### src/rtl/track_section_if.sv
// ----------------------------------------------------------------------------
// Interface : track_section_if
// Purpose   : Sensor and actuator bundle between the train-track controller
//             side (master) and the track_section_arbiter (slave).
// Signals   : req_a, req_b  train A/B waiting at the section entry sensor
//             occupied      section occupancy sensor, 1 = train inside
//             gnt_a, gnt_b  section granted to A/B
//             sw_sel        section switch, 0 = route A, 1 = route B
//             da, db        train drive codes, 2'b00 stop, 2'b01 forward
//             fault         sticky timeout fault
// Revision  : 1.0  initial release
// ----------------------------------------------------------------------------
`default_nettype none

interface track_section_if;
  logic       req_a;
  logic       req_b;
  logic       occupied;
  logic       gnt_a;
  logic       gnt_b;
  logic       sw_sel;
  logic [1:0] da;
  logic [1:0] db;
  logic       fault;

  modport master (
    output req_a, req_b, occupied,
    input  gnt_a, gnt_b, sw_sel, da, db, fault
  );

  modport slave (
    input  req_a, req_b, occupied,
    output gnt_a, gnt_b, sw_sel, da, db, fault
  );
endinterface

`default_nettype wire

### src/rtl/track_section_arbiter.sv
// ----------------------------------------------------------------------------
// Module    : track_section_arbiter
// Purpose   : Arbitrates one shared single-line track section between train A
//             and train B. Sequence: grant -> switch settle -> drive ->
//             occupancy clear -> guard. Round-robin when both trains wait.
// Ports     : clk   single clock, all logic on posedge
//             rst   synchronous active-high reset
//             sec   track_section_if.slave (requests, occupancy, grants,
//                   switch select, drive codes, fault)
// Config    : TRACK_TIMEOUT_EN - when defined, a GO/BUSY watchdog moves the
//             arbiter into a sticky FAULT state after TIMEOUT_CYCLES cycles.
//             When undefined, GO/BUSY wait forever and fault is tied 0.
// Revision  : 1.0  initial release
// ----------------------------------------------------------------------------
`default_nettype none

module track_section_arbiter #(
  parameter int SETTLE_CYCLES  = 2,
  parameter int GUARD_CYCLES   = 1,
  parameter int TIMEOUT_CYCLES = 64,
  parameter int CNT_W          = 8
) (
  input  wire logic        clk,
  input  wire logic        rst,
  track_section_if.slave   sec
);

  // Reject unusable configurations at elaboration time.
  if (SETTLE_CYCLES < 1 || GUARD_CYCLES < 1 || TIMEOUT_CYCLES < 1 || CNT_W < 1)
  begin : g_param_check
    $error("track_section_arbiter: cycle parameters and CNT_W must be >= 1");
  end

  localparam logic [2:0] ST_IDLE  = 3'd0;
  localparam logic [2:0] ST_SETUP = 3'd1;
  localparam logic [2:0] ST_GO    = 3'd2;
  localparam logic [2:0] ST_BUSY  = 3'd3;
  localparam logic [2:0] ST_CLEAR = 3'd4;
`ifdef TRACK_TIMEOUT_EN
  localparam logic [2:0] ST_FAULT = 3'd5;
`endif

  localparam logic [1:0] DRV_STOP = 2'b00;
  localparam logic [1:0] DRV_FWD  = 2'b01;

  localparam logic [CNT_W-1:0] SETTLE_LAST = CNT_W'(SETTLE_CYCLES - 1);
  localparam logic [CNT_W-1:0] GUARD_LAST  = CNT_W'(GUARD_CYCLES - 1);

  logic [2:0]       state_q, state_d;
  logic [CNT_W-1:0] cnt_q, cnt_d;
  logic [CNT_W-1:0] cnt_inc;
  logic             gnt_a_q, gnt_a_d;
  logic             gnt_b_q, gnt_b_d;
  logic             sw_sel_q, sw_sel_d;
  logic [1:0]       da_q, da_d;
  logic [1:0]       db_q, db_d;
  // 1 = B wins the next tie (A was served last); reset leaves A first.
  logic             prio_b_q, prio_b_d;
  logic             pick_b;
  logic             gnt_req;

  // Saturating increment: counter parks at all-ones instead of wrapping.
  assign cnt_inc = (&cnt_q) ? cnt_q : cnt_q + 1'b1;

  // Request line of whichever side currently holds the grant.
  assign gnt_req = sw_sel_q ? sec.req_b : sec.req_a;

  // On a tie the side not served last wins.
  assign pick_b = sec.req_b && (!sec.req_a || prio_b_q);

`ifdef TRACK_TIMEOUT_EN
  localparam logic [CNT_W-1:0] TIMEOUT_LAST = CNT_W'(TIMEOUT_CYCLES - 1);

  logic [CNT_W-1:0] to_cnt_q, to_cnt_d;
  logic             fault_q, fault_d;
  logic             in_drive;

  assign in_drive = (state_q == ST_GO) || (state_q == ST_BUSY);
`endif

  always_comb begin
    state_d  = state_q;
    cnt_d    = cnt_q;
    gnt_a_d  = gnt_a_q;
    gnt_b_d  = gnt_b_q;
    sw_sel_d = sw_sel_q;
    da_d     = da_q;
    db_d     = db_q;
    prio_b_d = prio_b_q;
`ifdef TRACK_TIMEOUT_EN
    to_cnt_d = to_cnt_q;
    fault_d  = fault_q;
`endif

    case (state_q)
      ST_IDLE: begin
        // An occupied section in IDLE means an intruder: never grant.
        if (!sec.occupied && (sec.req_a || sec.req_b)) begin
          state_d  = ST_SETUP;
          gnt_a_d  = !pick_b;
          gnt_b_d  = pick_b;
          sw_sel_d = pick_b;
          cnt_d    = '0;
        end
      end

      ST_SETUP: begin
        // Abort has priority over finishing the settle window.
        if (!gnt_req) begin
          state_d = ST_IDLE;
          gnt_a_d = 1'b0;
          gnt_b_d = 1'b0;
          da_d    = DRV_STOP;
          db_d    = DRV_STOP;
        end else if (cnt_q == SETTLE_LAST) begin
          state_d = ST_GO;
          if (sw_sel_q) db_d = DRV_FWD;
          else          da_d = DRV_FWD;
        end else begin
          cnt_d = cnt_inc;
        end
      end

      ST_GO: begin
        if (sec.occupied) state_d = ST_BUSY;
      end

      ST_BUSY: begin
        if (!sec.occupied) begin
          state_d  = ST_CLEAR;
          gnt_a_d  = 1'b0;
          gnt_b_d  = 1'b0;
          da_d     = DRV_STOP;
          db_d     = DRV_STOP;
          prio_b_d = !sw_sel_q;
          cnt_d    = '0;
        end
      end

      ST_CLEAR: begin
        if (cnt_q == GUARD_LAST) state_d = ST_IDLE;
        else                     cnt_d   = cnt_inc;
      end

`ifdef TRACK_TIMEOUT_EN
      ST_FAULT: begin
        state_d = ST_FAULT;
      end
`endif

      default: begin
        state_d = ST_IDLE;
        gnt_a_d = 1'b0;
        gnt_b_d = 1'b0;
        da_d    = DRV_STOP;
        db_d    = DRV_STOP;
      end
    endcase

`ifdef TRACK_TIMEOUT_EN
    // Watchdog over GO+BUSY. Only leaving via CLEAR counts as an exit, so a
    // section that clears on the expiry cycle still completes normally.
    if (state_q == ST_SETUP && state_d == ST_GO) begin
      to_cnt_d = '0;
    end else if (in_drive) begin
      to_cnt_d = (&to_cnt_q) ? to_cnt_q : to_cnt_q + 1'b1;
      if (to_cnt_q == TIMEOUT_LAST && state_d != ST_CLEAR) begin
        state_d = ST_FAULT;
        gnt_a_d = 1'b0;
        gnt_b_d = 1'b0;
        da_d    = DRV_STOP;
        db_d    = DRV_STOP;
        fault_d = 1'b1;
      end
    end
`endif
  end

  always_ff @(posedge clk) begin
    if (rst) begin
      state_q  <= ST_IDLE;
      cnt_q    <= '0;
      gnt_a_q  <= 1'b0;
      gnt_b_q  <= 1'b0;
      sw_sel_q <= 1'b0;
      da_q     <= DRV_STOP;
      db_q     <= DRV_STOP;
      prio_b_q <= 1'b0;
`ifdef TRACK_TIMEOUT_EN
      to_cnt_q <= '0;
      fault_q  <= 1'b0;
`endif
    end else begin
      state_q  <= state_d;
      cnt_q    <= cnt_d;
      gnt_a_q  <= gnt_a_d;
      gnt_b_q  <= gnt_b_d;
      sw_sel_q <= sw_sel_d;
      da_q     <= da_d;
      db_q     <= db_d;
      prio_b_q <= prio_b_d;
`ifdef TRACK_TIMEOUT_EN
      to_cnt_q <= to_cnt_d;
      fault_q  <= fault_d;
`endif
    end
  end

  assign sec.gnt_a  = gnt_a_q;
  assign sec.gnt_b  = gnt_b_q;
  assign sec.sw_sel = sw_sel_q;
  assign sec.da     = da_q;
  assign sec.db     = db_q;
`ifdef TRACK_TIMEOUT_EN
  assign sec.fault  = fault_q;
`else
  assign sec.fault  = 1'b0;
`endif

endmodule

`default_nettype wire
### src/flat_wrapper.sv
// flat-port wrapper written by rule: the top's interface ports become plain ports
module track_section_arbiter_flat 
#(
  parameter int SETTLE_CYCLES  = 2,
  parameter int GUARD_CYCLES   = 1,
  parameter int TIMEOUT_CYCLES = 64,
  parameter int CNT_W          = 8
)
  (clk, rst, sec_req_a, sec_req_b, sec_occupied, sec_gnt_a, sec_gnt_b, sec_sw_sel, sec_da, sec_db, sec_fault);
  track_section_if sec_i ();
  input  wire logic clk;
  input  wire logic rst;
  input wire logic [$bits(sec_i.req_a)-1:0] sec_req_a;
  input wire logic [$bits(sec_i.req_b)-1:0] sec_req_b;
  input wire logic [$bits(sec_i.occupied)-1:0] sec_occupied;
  output wire logic [$bits(sec_i.gnt_a)-1:0] sec_gnt_a;
  output wire logic [$bits(sec_i.gnt_b)-1:0] sec_gnt_b;
  output wire logic [$bits(sec_i.sw_sel)-1:0] sec_sw_sel;
  output wire logic [$bits(sec_i.da)-1:0] sec_da;
  output wire logic [$bits(sec_i.db)-1:0] sec_db;
  output wire logic [$bits(sec_i.fault)-1:0] sec_fault;
  assign sec_i.req_a = sec_req_a;
  assign sec_i.req_b = sec_req_b;
  assign sec_i.occupied = sec_occupied;
  assign sec_gnt_a = sec_i.gnt_a;
  assign sec_gnt_b = sec_i.gnt_b;
  assign sec_sw_sel = sec_i.sw_sel;
  assign sec_da = sec_i.da;
  assign sec_db = sec_i.db;
  assign sec_fault = sec_i.fault;
  track_section_arbiter #(.SETTLE_CYCLES(SETTLE_CYCLES), .GUARD_CYCLES(GUARD_CYCLES), .TIMEOUT_CYCLES(TIMEOUT_CYCLES), .CNT_W(CNT_W)) u_core (.clk(clk), .rst(rst), .sec(sec_i));
endmodule
### config.mk
export PLATFORM = sky130hd
export DESIGN_NAME = track_section_arbiter_flat
export DESIGN_NICKNAME = d
export VERILOG_FILES = /design/src/rtl/track_section_if.sv /design/src/rtl/track_section_arbiter.sv /design/src/flat_wrapper.sv
export SDC_FILE = /design/constraint.sdc
export NUM_CORES = 1
export LEC_CHECK = 0
export ABC_AREA = 1
export CAP_MARGIN = 5
export CORE_MARGIN = 2
export CORE_UTILIZATION = 55
export CTS_BUF_LIST = sky130_fd_sc_hd__clkbuf_4 sky130_fd_sc_hd__clkbuf_8
export DETAILED_ROUTE_END_ITERATION = 6
export PLACE_DENSITY = 0.74
export SETUP_SLACK_MARGIN = 0.2
export SYNTH_ARGS = -nofsm -noshare
export SYNTH_HDL_FRONTEND = slang
export SYNTH_SLANG_ARGS = --single-unit
### constraint.sdc
create_clock -name clk -period 2.4 [get_ports clk]
set_input_delay 0.36 -clock clk [delete_from_list [all_inputs] [get_ports clk]]
set_output_delay 0.36 -clock clk [all_outputs]
set_load 0.02 [all_outputs]
==> results of run 1 <==
==> stage by stage <==
step	hold slack (ns)	power [mW]	utilization
2_1_floorplan	0.429	0.672	-
3_3_place_gp	0.464	0.762	0.651
3_5_place_dp	0.476	0.772	0.651
4_1_cts	0.494	0.931	0.666
5_1_grt	0.547	1.00	0.666
6_report	0.494	0.925	0.666
==> logic make-up after synthesis <==
family          Yosys count  synth area share
fa+ha+maj                 3            0.0315
xor+xnor                  1           0.00736
other cells               1           0.00315
flops                    17             0.286
buf+inv                  30             0.108
simple gates            108             0.461
compound gates           23             0.103
==> placed cells by master (no fill, tap or decap), types with 4 or more instances in the layout <==
master / n
nand2_1: 40
a21oi_1: 14
nand2_2: 6
o21ai_0: 4
clkdlybuf4s50_1: 9
clkbuf_4: 4
inv_1: 19
dfxtp_1: 17
inv_2: 6
nand3_1: 15
nor2_2: 5
nor2_1: 29
==> sequential cells by signal, indices dropped and copies added, names as in the netlist <==
| name | count |
|---|---|
| u_core.prio_b_q | 1 |
| u_core.state_q | 3 |
| u_core.sec.da | 1 |
| u_core.sec.sw_sel | 1 |
| u_core.sec.gnt_b | 1 |
| u_core.sec.db | 1 |
| u_core.sec.gnt_a | 1 |
| u_core.cnt_q | 8 |
==> power groups by stage <==
stage | clock (mW) | sequential (mW) | combinational (mW)
after floorplan | 0 | 0.368 | 0.304
after global placement | 0 | 0.351 | 0.411
after detailed placement | 0 | 0.352 | 0.420
after CTS | 0.163 | 0.345 | 0.422
after global routing | 0.177 | 0.352 | 0.473
final | 0.158 | 0.346 | 0.421
==> worst paths after layout <==
check / start / end / slack [ns]
max reg2reg: u_core.cnt_q[0]$_SDFFE_PP0P_ / u_core.cnt_q[0]$_SDFFE_PP0P_ / 0.72
max: u_core.sec.sw_sel$_SDFFE_PP0P_ / sec_sw_sel / 0.64
min reg2reg: u_core.sec.db[0]$_SDFFE_PP0P_ / u_core.sec.db[0]$_SDFFE_PP0P_ / 0.49
min: u_core.sec.db[0]$_SDFFE_PP0P_ / u_core.sec.db[0]$_SDFFE_PP0P_ / 0.49
==> layout make-up <==
class | count | area [um2] | share of cell area
clock buffers | 4 | 30.0 | 0.0225
well taps | 27 | 33.8 | 0.0254
flip-flops and latches | 17 | 340 | 0.255
repair buffers | 10 | 97.6 | 0.0732
multi-input cells | 138 | 728 | 0.546
inverters | 26 | 103 | 0.0770
==> layer usage <==
layer,routed length (um),GRT usage,vias to the layer above,part of all wire
li1,-,-,597,-
met1,1340,0.343,498,0.55
met2,1010,0.318,23,0.41
met3,93,0.0268,2,0.038
met4,14,0.0541,0,0.0057
met5,0,0,-,0
==> results.sh, run 1 <==
export IMPL_status="complete, no violations"
export IMPL_fin_crit_sh=0.732
export IMPL_die_x_um=50.5
export IMPL_clk_pin_slew_ns=0.10
export IMPL_area_growth_pct=12.0
export IMPL_dpl_cell_area_um2=1300
export IMPL_drive_gt1_frac=0.154
export IMPL_pre_cts_ws_ns=0.549
export IMPL_synth_area_um2=1190
export IMPL_dieArea_um2=2550
export IMPL_crit_cells=1
export IMPL_grt_pass1_wl_mm=4.35
export IMPL_critPathSlowestCell="clkdlybuf4s50_1"
export IMPL_skew_ns=0.0111
export IMPL_crit_required_ns=2.04
export IMPL_pin_count=13
export IMPL_final_setup_viol_count=0
export IMPL_insertion_delay_ns=0.28
export IMPL_hold_buffers=0
export IMPL_vdd_drop_max_v=0.000609
export IMPL_ctsResizeCount=0
export IMPL_antenna_cells=0
export IMPL_synth_cells=183
export IMPL_critPathKind="reg2out"
export IMPL_setup_ws_ns=0.643
export IMPL_fillCellCount=206
export IMPL_cts_setup_buffers=0
export IMPL_p_switching_mw=0.391
export IMPL_crit_chain="clkdlybuf4s50_1"
export IMPL_place_inst=218
export IMPL_power_frac_comb=0.455
export IMPL_swShare=0.423
export IMPL_num_vias=1120
export IMPL_ys_seq_area_frac=0.286
export IMPL_slew_viol_final=0
export IMPL_layoutNonFillerInstCount=222
export IMPL_grt_pass1_vias=1003
export IMPL_cts_root_buffer="clkbuf_4"
export IMPL_cts_tree="yes"
export IMPL_clock_path_buffers=2
export IMPL_synthDistinctLibCells=25
export IMPL_power_share_clock=0.171
export IMPL_slowest_delay_ns=0.65
export IMPL_nNetsFinal=204
export IMPL_setup_tns_ns=0
export IMPL_gp_congestion=0.921
export IMPL_postRouteAntennaNets=0
export IMPL_post_route_cell_area_um2=1330
export IMPL_min_path_cells=2
export IMPL_numCtsBuffers=3
export IMPL_start_util=0.594
export IMPL_drt_iter0_markers=33
export IMPL_grt_usage=0.220
export IMPL_synth_area_per_cell_um2=6.50
export IMPL_clkSinkCount=17
export IMPL_cp_arrival_ns=1.40
export IMPL_wl_per_cell_um=11.0
export IMPL_seq_power_share=0.374
export IMPL_crit_family="buffers and inverters"
export IMPL_power_internal_mw=0.534
export IMPL_rsz0062_at_grt="no"
export IMPL_synth_top_area_cell="dfxtp_1"
export IMPL_htreeDepth=1
export IMPL_drc_errors=0
export IMPL_cp_max_fo=7
export IMPL_die_height_um=50.5
export IMPL_std_cell_rows=16
export IMPL_dp_hpwl_mm=2.02
export IMPL_synth_area_leaders="dfxtp_1 (29%), nand2_1 (13%), nor2_1 (9.1%)"
export IMPL_synth_edf_count=0
export IMPL_p_leak_nw=0.598
export IMPL_netlist_area_leader_share=0.286
export IMPL_ys_seq_elements=17
export IMPL_yosys_most_used_dff="dfxtp_1"
export IMPL_antenna_found_initial=0
export IMPL_power_density_nw_per_um2=694
export IMPL_yosys_warnings=0
export IMPL_fmax_ghz=0.569
export IMPL_drt_wl_total_mm=2.45
export IMPL_reg2reg_depth=9
export IMPL_routed_via_density=5.05
export IMPL_synth_common_cells="nand2_1 (40), nor2_1 (29), inv_1 (19)"
export IMPL_layout_min_cycle_time_ns=1.76
export IMPL_yosys_cell_count_top_type="nand2_1"
export IMPL_core_area_um2=2000
export IMPL_async_reset_ff_frac=0
export IMPL_drtPass1Iterations=4
export IMPL_portBuffers=9
export IMPL_grt_max_degree=10
export IMPL_startpoint_type="flop"
export IMPL_grt_ovfl_total=0
export IMPL_worstSetupEndpointType="output port"
export IMPL_min_path_type="reg2reg"
export IMPL_maxCapViolCount=0
export IMPL_hold_viol=0
export IMPL_worstPathBufferInverterCount=1
(Power assumes the default switching activity.)
==> run 2, diff against run 1 <==
- clock period: 2.4 -> 1.79 ns (I/O delays scaled with it)
==> run 2 against run 1 <==
Net effect:
- final area is 8.0% higher
- worst setup slack worse by 0.37 ns
- register-to-register slack worse by 0.45 ns
- clock skew is 0.0012 ns lower
- utilization is 5.3 points higher
- final cell count is 2.3% higher
- routed wire length is 1.9% higher
- sequential share of layout area is 1.4 points lower
- first-iteration DRC count is 18% higher
- sequential power is 34% higher
- non-clock buffer count is 4 higher
- flip-flop and latch count stayed put
- critical endpoint is now u_core.cnt_q[1]$_SDFFE_PP0P_
- largest power group unchanged
- highest routed layer unchanged
==> results.sh, run 2 (synthesized netlist as in run 1, its figures left out) <==
export IMPL_status="complete, no violations"
export IMPL_r2r_end="u_core.cnt_q[1]$_SDFFE_PP0P_"
export IMPL_routed_via_density=5.00
export IMPL_postRouteAntennaNets=0
export IMPL_core_area_um2=2000
export IMPL_gp_congestion=0.911
export IMPL_grt_usage=0.217
export IMPL_rr_startpoint="u_core.cnt_q[0]$_SDFFE_PP0P_"
export IMPL_nNetsFinal=209
export IMPL_hold_viol=0
export IMPL_clock_path_buffers=2
export IMPL_dieArea_um2=2550
export IMPL_start_util=0.594
export IMPL_drive_gt1_frac=0.255
export IMPL_wl_per_cell_um=11.0
export IMPL_antenna_cells=0
export IMPL_clkSinkCount=17
export IMPL_rsz0062_at_grt="no"
export IMPL_num_vias=1135
export IMPL_drtPass1Iterations=4
export IMPL_worstSetupEndpointType="flop"
export IMPL_fin_crit_sh=0.847
export IMPL_max_flop_register="u_core.cnt_q"
export IMPL_setup_tns_ns=0
export IMPL_startpoint_type="flop"
export IMPL_cp_arrival_ns=1.73
export IMPL_fmax_ghz=0.659
export IMPL_std_cell_rows=16
export IMPL_drt_iter0_markers=39
export IMPL_portBuffers=9
export IMPL_antenna_found_initial=0
export IMPL_layout_min_cycle_time_ns=1.52
export IMPL_finalPower_mw=1.31
export IMPL_worstHoldEndpoint="u_core.sec.db[0]$_SDFFE_PP0P_"
export IMPL_cp_max_fo=8
export IMPL_final_cell_mix="nand2_1 (38), nor2_1 (27), inv_1 (16)"
export IMPL_numCtsBuffers=3
export IMPL_regToRegSetupSlack_ns=0.27
export IMPL_pin_count=13
export IMPL_crit_required_ns=2.00
export IMPL_final_setup_viol_count=0
export IMPL_setup_ws_ns=0.273
export IMPL_power_density_nw_per_um2=911
export IMPL_area_growth_pct=20.9
export IMPL_fin_util=0.719
export IMPL_grt_pass1_vias=981
export IMPL_pre_cts_ws_ns=0.0286
export IMPL_cts_root_buffer="clkbuf_4"
export IMPL_slew_viol_final=0
export IMPL_drt_wl_total_mm=2.50
export IMPL_die_x_um=50.5
export IMPL_clk_pin_slew_ns=0.10
export IMPL_die_height_um=50.5
export IMPL_p_leak_nw=0.630
export IMPL_grt_max_degree=10
export IMPL_largest_reg_flops=8
export IMPL_min_from="u_core.sec.db[0]$_SDFFE_PP0P_"
export IMPL_maxCapViolCount=0
export IMPL_cts_tree="yes"
export IMPL_skew_ns=0.00987
export IMPL_critPathKind="reg2reg"
export IMPL_final_common_cell="nand2_1"
export IMPL_vdd_drop_max_v=0.000761
export IMPL_grt_pass1_wl_mm=4.22
export IMPL_top_regs="u_core.cnt_q (8), u_core.state_q (3)"
export IMPL_insertion_delay_ns=0.29
export IMPL_drc_errors=0
export IMPL_min_path_type="reg2reg"
export IMPL_min_path_cells=2
export IMPL_grt_ovfl_total=0
export IMPL_htreeDepth=1
export IMPL_dp_hpwl_mm=1.95
export IMPL_reg2reg_depth=11
-- run 2: what timing repair did --
action	CTS	global route
cloned	0	1
hold buffers	0	0
resized for setup	2	22
pin swaps	0	6
endpoints found under the setup margin	9	11
buffers inserted	0	3
-- run 2: power breakdown --
| part | leakage (nW) | switching [mW] | internal [mW] |
|---|---|---|---|
| sequential | 0.140 | 0.0416 | 0.422 |
| combinational | 0.471 | 0.400 | 0.231 |
| clock | 0.0184 | 0.114 | 0.102 |
-- run 2: final cells by class --
type,count,area (um2)
Clock buffer,4,30.0
Fill cell,165,563
Inverter,26,105
Multi-Input combinational cell,139,792
Sequential cell,17,348
Tap cell,27,33.8
Timing Repair Buffer,14,130
-- run 2: through the flow --
step                      instance area (um2)  hold WS, ns  std cells
after floorplan                          1200        0.338        185
after global placement                   1310        0.465        219
after detailed placement                 1310        0.474        219
after CTS                                1340        0.492        223
after global routing                     1440        0.533        227
final                                    1440        0.493        227
-- run 2: per-layer routing --
metal  share of wire  global-route usage  vias to the layer above  wire (um)
met5               0                   0                        -          0
li1                -                   -                      610          -
met4           0.014              0.0811                        0         34
met2            0.39               0.289                       24        985
met1            0.55               0.346                      497       1390
met3           0.038              0.0268                        4         94
-- run 2: worst max path at each step --
stage,startpoint,to,slack [ns]
after floorplan,u_core.cnt_q[0]$_SDFFE_PP0P_,u_core.cnt_q[0]$_SDFFE_PP0P_,0.35
after global placement,sec_occupied,u_core.sec.da[0]$_SDFFE_PP0P_,0.06
after detailed placement,sec_occupied,u_core.sec.da[0]$_SDFFE_PP0P_,0.03
after CTS,u_core.cnt_q[0]$_SDFFE_PP0P_,u_core.sec.da[0]$_SDFFE_PP0P_,0.22
after global routing,u_core.cnt_q[0]$_SDFFE_PP0P_,u_core.cnt_q[1]$_SDFFE_PP0P_,0.19
final,u_core.cnt_q[0]$_SDFFE_PP0P_,u_core.cnt_q[1]$_SDFFE_PP0P_,0.27
-- run 2: critical path, cell delays in order, from the launching register on --
cell     delay (ns)
dfxtp_4        0.37
buf_6          0.12
inv_4          0.05
ha_4           0.11
inv_2          0.03
nor2_1         0.08
nand2_1        0.11
nor2_4         0.23
nor2_8         0.06
nand2_4        0.10
nand2_1        0.08
a21oi_2        0.12
==> run 3, diff against run 2 <==
- clock period: 1.79 -> 1.5 ns (I/O delays scaled with it)
==> run 3 against run 2 <==
Net effect:
- worst hold slack lost 0.011 ns
- worst setup slack worse by 0.23 ns
- sequential share of layout area fell by 2.2 points
- critical path type unchanged
==> results.sh, run 3 (synthesized netlist as in run 1, its figures left out) <==
export IMPL_status="complete, no violations"
export IMPL_final_common_cell="nand2_1"
export IMPL_crit_top_cell="nor2_4"
export IMPL_drt_wl_total_mm=3.15
export IMPL_routed_via_density=5.31
export IMPL_std_cell_rows=16
export IMPL_worstPathBufferInverterCount=2
export IMPL_final_setup_viol_count=0
export IMPL_grt_ovfl_total=0
export IMPL_insertion_delay_ns=0.29
export IMPL_antenna_cells=0
export IMPL_min_path_cells=6
export IMPL_fin_util=0.825
export IMPL_htreeDepth=1
export IMPL_cts_root_buffer="clkbuf_4"
export IMPL_cp_arrival_ns=1.67
export IMPL_p_leak_nw=0.738
export IMPL_clock_path_buffers=2
export IMPL_crit_cells=9
export IMPL_core_area_um2=2000
export IMPL_drive_gt1_frac=0.450
export IMPL_critPathKind="reg2reg"
export IMPL_final_cell_mix="nand2_1 (30), nor2_1 (19), inv_1 (14), nand2_2 (14), buf_4 (14)"
export IMPL_grt_max_degree=11
export IMPL_place_inst=221
export IMPL_grt_pass1_wl_mm=4.93
export IMPL_pre_cts_ws_ns=-0.152
export IMPL_grt_pass1_vias=1101
export IMPL_crit_family="simple AND/OR/NAND/NOR gates"
export IMPL_dp_hpwl_mm=2.09
export IMPL_start_util=0.594
export IMPL_regToRegSetupSlack_ns=0.05
export IMPL_worstSetupEndpointType="flop"
export IMPL_rr_startpoint="u_core.cnt_q[6]$_SDFFE_PP0P_"
export IMPL_cp_max_fo=5
export IMPL_critPathSlowestCell="dfxtp_1"
export IMPL_min_path_type="in2reg"
export IMPL_pin_count=13
export IMPL_die_height_um=50.5
export IMPL_maxCapViolCount=0
export IMPL_top_regs="u_core.cnt_q (8), u_core.state_q (3)"
export IMPL_reg2reg_depth=9
export IMPL_largest_reg_flops=8
export IMPL_drt_iter0_markers=43
export IMPL_drtPass1Iterations=4
export IMPL_hold_viol=0
export IMPL_antenna_found_initial=0
export IMPL_finalPower_mw=1.77
export IMPL_crit_chain="inv_1, nand2_1, nor2_4, nand2_2, nor2_4, buf_4, nor2_4, nand3_1, a21oi_2"
export IMPL_nNetsFinal=218
export IMPL_skew_ns=0.0148
export IMPL_num_vias=1253
export IMPL_gp_congestion=0.874
export IMPL_fmax_ghz=0.687
export IMPL_fin_crit_sh=0.970
export IMPL_rsz0062_at_grt="yes"
export IMPL_r2r_end="u_core.cnt_q[5]$_SDFFE_PP0P_"
export IMPL_crit_required_ns=1.72
export IMPL_die_x_um=50.5
export IMPL_setup_ws_ns=0.0453
export IMPL_slew_viol_final=0
export IMPL_worstHoldEndpoint="u_core.sec.gnt_b$_SDFFE_PP0P_"
export IMPL_portBuffers=9
export IMPL_holdWs_ns=0.482
export IMPL_clkSinkCount=17
export IMPL_area_growth_pct=38.8
export IMPL_grt_usage=0.250
export IMPL_postRouteAntennaNets=0
export IMPL_cts_tree="yes"
export IMPL_numCtsBuffers=3
export IMPL_layoutNonFillerInstCount=236
export IMPL_startpoint_type="flop"
export IMPL_layout_min_cycle_time_ns=1.45
export IMPL_clk_pin_slew_ns=0.10
export IMPL_drc_errors=0
export IMPL_max_flop_register="u_core.cnt_q"
export IMPL_vdd_drop_max_v=0.000805
export IMPL_power_density_nw_per_um2=1070
export IMPL_min_from="sec_req_a"
export IMPL_dieArea_um2=2550
export IMPL_wl_per_cell_um=13.4
export IMPL_slowest_delay_ns=0.43
==> run 3: worst max-delay path by stage <==
stage / start / end / slack, ns
after floorplan: u_core.cnt_q[0]$_SDFFE_PP0P_ / u_core.cnt_q[1]$_SDFFE_PP0P_ / 0.20
after global placement: sec_occupied / u_core.sec.da[0]$_SDFFE_PP0P_ / -0.13
after detailed placement: sec_req_a / u_core.cnt_q[2]$_SDFFE_PP0P_ / -0.15
after CTS: u_core.cnt_q[0]$_SDFFE_PP0P_ / u_core.cnt_q[5]$_SDFFE_PP0P_ / 0.06
after global routing: u_core.cnt_q[5]$_SDFFE_PP0P_ / u_core.cnt_q[5]$_SDFFE_PP0P_ / -0.05
final: u_core.cnt_q[6]$_SDFFE_PP0P_ / u_core.cnt_q[5]$_SDFFE_PP0P_ / 0.05
==> run 3: area by class of cell <==
| type | instances | area [um2] |
|---|---|---|
| Inverter | 26 | 110 |
| Timing Repair Buffer | 23 | 188 |
| Clock buffer | 4 | 30.0 |
| Sequential cell | 17 | 363 |
| Multi-Input combinational cell | 139 | 927 |
| Tap cell | 27 | 33.8 |
| Fill cell | 132 | 350 |
==> run 3: where the power goes <==
group	total, mW	switching [mW]	internal (mW)
sequential	0.573	0.0673	0.505
clock	0.257	0.136	0.121
combinational	0.940	0.580	0.360
total	1.77	0.783	0.987
==> run 3: routing by layer <==
layer / vias to the layer above / share of wire / routed length (um) / GRT usage
met5: - / 0 / 0 / 0
met4: 0 / 0.0073 / 23 / 0.0405
met3: 5 / 0.061 / 191 / 0.0268
met2: 33 / 0.45 / 1430 / 0.393
met1: 583 / 0.48 / 1510 / 0.375
li1: 632 / - / - / -
==> run 3: worst reg2reg max path: cells and delay by family, from the launching register on <==
kind                   cells  cell delay [ns]
and+or+nand+nor            6             0.57
buffers and inverters      2             0.25
AOI/OAI and AO/OA          1             0.14
DFF                        1             0.43
==> run 3: repair_timing <==
action,4_1_cts,5_1_grt
hold buffers,0,0
endpoints found under the setup margin,19,17
buffers inserted,7,3
resized for setup,37,31
pin swaps,20,10
gates cloned,1,0
==> run 3: through the flow <==
stage | area, um2 | setup TNS, ns
after floorplan | 1230 | 0
after global placement | 1350 | -1.34
after detailed placement | 1350 | -1.81
after CTS | 1540 | 0
after global routing | 1650 | -0.191
final | 1650 | 0
